$ cat config.mk
export PLATFORM = sky130hd
export DESIGN_NAME = ahbl_rom_ctrl
export DESIGN_NICKNAME = d
export VERILOG_FILES = /design/src/rtl/ahbl_pkg.sv /design/src/rtl/ahbl_rom_ctrl.sv
export SDC_FILE = /design/constraint.sdc
export NUM_CORES = 1
export LEC_CHECK = 0
export BUFFER_PORTS_ARGS = -buffer_cell sky130_fd_sc_hd__buf_2
export CAP_MARGIN = 20
export CORE_ASPECT_RATIO = 0.8
export CORE_MARGIN = 2
export CORE_UTILIZATION = 31
export CTS_CLUSTER_DIAMETER = 200
export DETAILED_ROUTE_END_ITERATION = 10
export PLACE_DENSITY = 0.78
export SLEW_MARGIN = 25
export SYNTH_ARGS = -nofsm -noshare
export SYNTH_HDL_FRONTEND = slang
export SYNTH_SLANG_ARGS = --single-unit
$ cat constraint.sdc
create_clock -name HCLK -period 1.6 [get_ports HCLK]
set_clock_uncertainty 0.2 [all_clocks]
set_input_delay 0.32 -clock HCLK [delete_from_list [all_inputs] [get_ports HCLK]]
set_output_delay 0.32 -clock HCLK [all_outputs]
set_load 0.005 [all_outputs]
$ cat src/rtl/ahbl_pkg.sv
// Shared AHB-Lite encodings and ROM front-end FSM state type.
// Imported by the ROM controller and any other AHB-Lite slaves.
package ahbl_pkg;

    localparam logic [1:0] HTRANS_IDLE   = 2'b00;
    localparam logic [1:0] HTRANS_BUSY   = 2'b01;
    localparam logic [1:0] HTRANS_NONSEQ = 2'b10;
    localparam logic [1:0] HTRANS_SEQ    = 2'b11;

    localparam logic HRESP_OKAY  = 1'b0;
    localparam logic HRESP_ERROR = 1'b1;

    localparam logic [2:0] HSIZE_BYTE = 3'd0;
    localparam logic [2:0] HSIZE_HALF = 3'd1;
    localparam logic [2:0] HSIZE_WORD = 3'd2;

    typedef logic [1:0] state_t;

    localparam state_t ST_IDLE = 2'd0;
    localparam state_t ST_RD   = 2'd1;
    localparam state_t ST_ERR1 = 2'd2;
    localparam state_t ST_ERR2 = 2'd3;

endpackage

$ cat src/rtl/ahbl_rom_ctrl.sv
// AHB-Lite read-only slave for the boot ROM macro.
// Zero-wait reads, two-cycle ERROR, repeated-word read suppression.
module ahbl_rom_ctrl
    import ahbl_pkg::*;
#(
    parameter int MEM_WORDS = 8192,
    parameter int ADR_WIDTH = 13
) (
    input  logic                 HCLK,
    input  logic                 HRESETn,
    input  logic                 HSEL,
    input  logic [31:0]          HADDR,
    input  logic [1:0]           HTRANS,
    input  logic                 HWRITE,
    input  logic [2:0]           HSIZE,
    input  logic                 HREADY,
    output logic                 HREADYOUT,
    output logic                 HRESP,
    output logic [31:0]          HRDATA,
    output logic                 ROM_EN,
    output logic [ADR_WIDTH-1:0] ROM_A,
    input  logic [31:0]          ROM_Do
);

    localparam logic [ADR_WIDTH:0] DEPTH = (ADR_WIDTH + 1)'(MEM_WORDS);

    state_t                 state;
    state_t                 state_nx;
    logic                   accept;
    logic                   illegal;
    logic                   rd_ok;
    logic                   hit;
    logic                   last_valid;
    logic [ADR_WIDTH-1:0]   last_addr;
    logic                   unused_ok;

    assign unused_ok = &{1'b0, HTRANS[0], HADDR[31:ADR_WIDTH+2]};

    assign ROM_A  = HADDR[ADR_WIDTH+1:2];
    assign accept = HSEL & HREADY & HTRANS[1];

    assign illegal = HWRITE
                   | (HSIZE > HSIZE_WORD)
                   | ((HSIZE == HSIZE_HALF) & HADDR[0])
                   | ((HSIZE == HSIZE_WORD) & (HADDR[1:0] != 2'b00))
                   | ({1'b0, ROM_A} >= DEPTH);

    assign rd_ok  = accept & ~illegal;
    assign hit    = last_valid & (ROM_A == last_addr);
    assign ROM_EN = HRESETn & rd_ok & ~hit;

    // Next data-phase state; a stalled bus holds everything but ERR1.
    always_comb begin
        state_nx = state;
        if (state == ST_ERR1) begin
            state_nx = ST_ERR2;
        end else if (HREADY) begin
            if (rd_ok) begin
                state_nx = ST_RD;
            end else if (accept) begin
                state_nx = ST_ERR1;
            end else begin
                state_nx = ST_IDLE;
            end
        end
    end

    // Data-phase state register.
    always_ff @(posedge HCLK or negedge HRESETn) begin
        if (!HRESETn) begin
            state <= ST_IDLE;
        end else begin
            state <= state_nx;
        end
    end

    // Remember the word the ROM output is currently holding.
    always_ff @(posedge HCLK or negedge HRESETn) begin
        if (!HRESETn) begin
            last_valid <= 1'b0;
            last_addr  <= '0;
        end else if (ROM_EN) begin
            last_valid <= 1'b1;
            last_addr  <= ROM_A;
        end
    end

    assign HREADYOUT = (state != ST_ERR1);
    assign HRESP     = ((state == ST_ERR1) || (state == ST_ERR2))
                     ? HRESP_ERROR : HRESP_OKAY;
    assign HRDATA    = (state == ST_RD) ? ROM_Do : 32'h0;

endmodule

==> impl_metrics.ini <==
[run_status]
status = finished with violations
violations = negative setup slack

[worst_hold_path]
hold_path_class = input port to flop

[placed_design]
portBuffers = 103
dpl.hpwl_um = 2451
place_area_um2 = 1674
gp_congestion = 0.7452

[yosys]
synth_most_common_cell = and2_1
ys_seq_area_frac = 0.3463
yosysWarnings = 0
synth_edf_count = 0
yosys-top-cells-count = 32 x and2_1, 16 x dfrtp_1, 13 x buf_4, 13 x xnor2_1, 9 x mux2_4
synth_top_area_share = 0.3463
synthXorXnorAreaFrac = 0.09848
syn_area_per_cell_um2 = 10.05
syn_nets = 189
synth-simple-area-share = 0.2738
yosysTopAreaCell = dfrtp_1
synth.area.mux_share = 0.1558
postSynthCellCount = 115
synth_top_family_by_area = simple AND/OR/NAND/NOR gates
netlist_top_cells_area = dfrtp_1 35%, and2_1 17%, mux2_4 12%, xnor2_1 9.8%, buf_4 8.4%
synthAdderAreaFrac = 0
ys.flop_type = dfrtp_1
ys_ff_latch = 16
async_flop_share = 1.000
synth_compound_area_frac = 0.01840
syn_area_um2 = 1156
synth_cell_type_count = 22

[route]
ant_nets = 0
firstDrtPassIters = 4
vias = 1181
drt-total-wl_um = 3724
drt_iter0_markers = 4
vias_per_cell = 4.490
wl_per_cell_um = 14.16
drc = 0

[layout]
syn2layout_area_growth_pct = 80.30
nets = 295
fin_area_um2 = 2085
drive_above_1_share = 0.7773
utilization = 0.5965

[sta]
rsz0062_at_grt = yes
min_period_ns = 2.049
tightest_slew_ns = 0.2652
finalHoldViolations = 0
tns_ns = -10.13
layout_setup_ws_ns = -0.4491
timing.fmax_ghz = 0.4880
fin_crit_sh = 1.281
maxSlewViolCount = 0
setup_violations = 44
relSlewSlack = 0.8219

[clock_network]
clk_latency_ns = 0.25
h-tree-depth = 1
cts_buffer_depth = 2
cts_made_buffers = 3
cts.sinks = 16
clk_pin_slew_ns = 0.06
cts_tree = built
root_buffer = clkbuf_8

[die]
die_y_um = 58.62
ioPinCount = 122
dieArea_um2 = 4237
rows = 19
core_area_um2 = 3495
initial_utilization = 0.3308
dieWidth_um = 72.28

[power]
powerDensity_nw_per_um2 = 1080
p_int_mw = 1.590
p_sw_frac = 0.2936
p_clk_frac = 0.158
comb_power_share = 0.603
p_total_mw = 2.250
switchingPower_mw = 0.6606
irDropWorstVdd_v = 0.0005528
leakagePower_nw = 1.100
seq_power_share = 0.239

[worst_setup_path]
crit_arrival_ns = 1.53
worst_ep_required_time_ns = 1.08
start_kind = flop
end_kind = output pin
worst-path-max-fanout = 2
timing_worst_setup_path_type = flop to output pin

[global_route]
grt-ovfl-total = 0
grt_pass1_vias = 1064
antenna_found_initial = 1
grtUsageTotal = 0.1537
grt_pass1_wl_um = 4968
grt_max_degree = 17

[flow_run]
drv_cap = 0
## layout make-up
cell class / instances / area [µm²]
fill: 284 / 1410
antenna: 1 / 2.502
clock buffer: 4 / 55.05
multi-input combinational: 81 / 742.0
sequential: 16 / 400.4
tap: 42 / 52.55
timing repair buffer: 119 / 832.0
## what timing repair did
action	CTS	global route
resized for setup	27	43
endpoints found under the hold margin	16	0
pin swaps	26	12
cloned	3	0
endpoints found under the setup margin	46	45
hold buffers	1	0
buffers inserted	3	0
## critical path, cell delays in order, from the launching register on
cell and delay, ns:
dfrtp_1 0.40, xnor2_1 0.16, nand4_1 0.17, nor4_4 0.36
nor3_4 0.07, buf_2 0.13
## power by group through the flow
stage | Clock (mW) | Combinational [mW] | Sequential (mW)
after floorplan | 0 | 0.435 | 0.529
after global placement | 0 | 0.756 | 0.538
after detailed placement | 0 | 0.763 | 0.541
after CTS | 0.366 | 1.04 | 0.533
after global routing | 0.392 | 1.46 | 0.547
final | 0.356 | 1.36 | 0.537
## flip-flops by register name (all words and copies together) (netlist names)
name	count
state	2
last_addr	13
last_valid	1
## worst paths after layout
kind | slack, ns | cells after the start | endpoint | from
min in group asynchronous | 0.38 | 3 | state[0] | HRESETn
worst min register to register | 0.28 | 1 | last_valid | last_valid
max in group asynchronous | 0.64 | 3 | last_addr[1] | HRESETn
worst max register to register | -0.39 | 6 | last_addr[11] | last_addr[9]
worst max-delay path | -0.45 | 5 | ROM_EN | last_addr[9]
worst min-delay path | 0.14 | 2 | last_addr[1] | HADDR[3]
## placed cells by master, fill, tap and decap left out, types with 4 or more instances in the layout
master / instances
dfrtp_1: 16
buf_6: 33
and2_1: 4
mux2_4: 9
and2_4: 28
buf_4: 10
mux2_2: 4
nand2_1: 4
xnor2_1: 12
buf_2: 75
clkbuf_8: 4
## stage by stage
step	std cells	hold WS (ns)	setup WS, ns
global placement	251	0.1162	-0.8750
detailed placement	251	0.1157	-0.6444
global route	263	0.1327	-0.5651
floorplan	115	-0.1756	-0.1386
CTS	262	0.1378	-0.4628
finish	263	0.1423	-0.4491
## logic make-up (layout without fill, tap and decap cells)
group / count (synthesis) / in the layout
XOR/XNOR: 13 / 13
flip-flops: 16 / 16
AO/OA/AOI/OAI: 3 / 3
buffers and inverters: 18 / 123
multiplexers: 13 / 13
other: 0 / 1
AND/OR/NAND/NOR: 52 / 52
## metal layers
| layer | global-route usage | vias to the layer above | routed length (µm) |
|---|---|---|---|
| li1 | - | 569 | - |
| met4 | 0.04852 | 0 | 76 |
| met1 | 0.1585 | 542 | 1313 |
| met2 | 0.2949 | 64 | 1998 |
| met3 | 0.04966 | 6 | 336 |
| met5 | 0 | - | 0 |
Note: power is estimated with default switching activity, not from simulation.
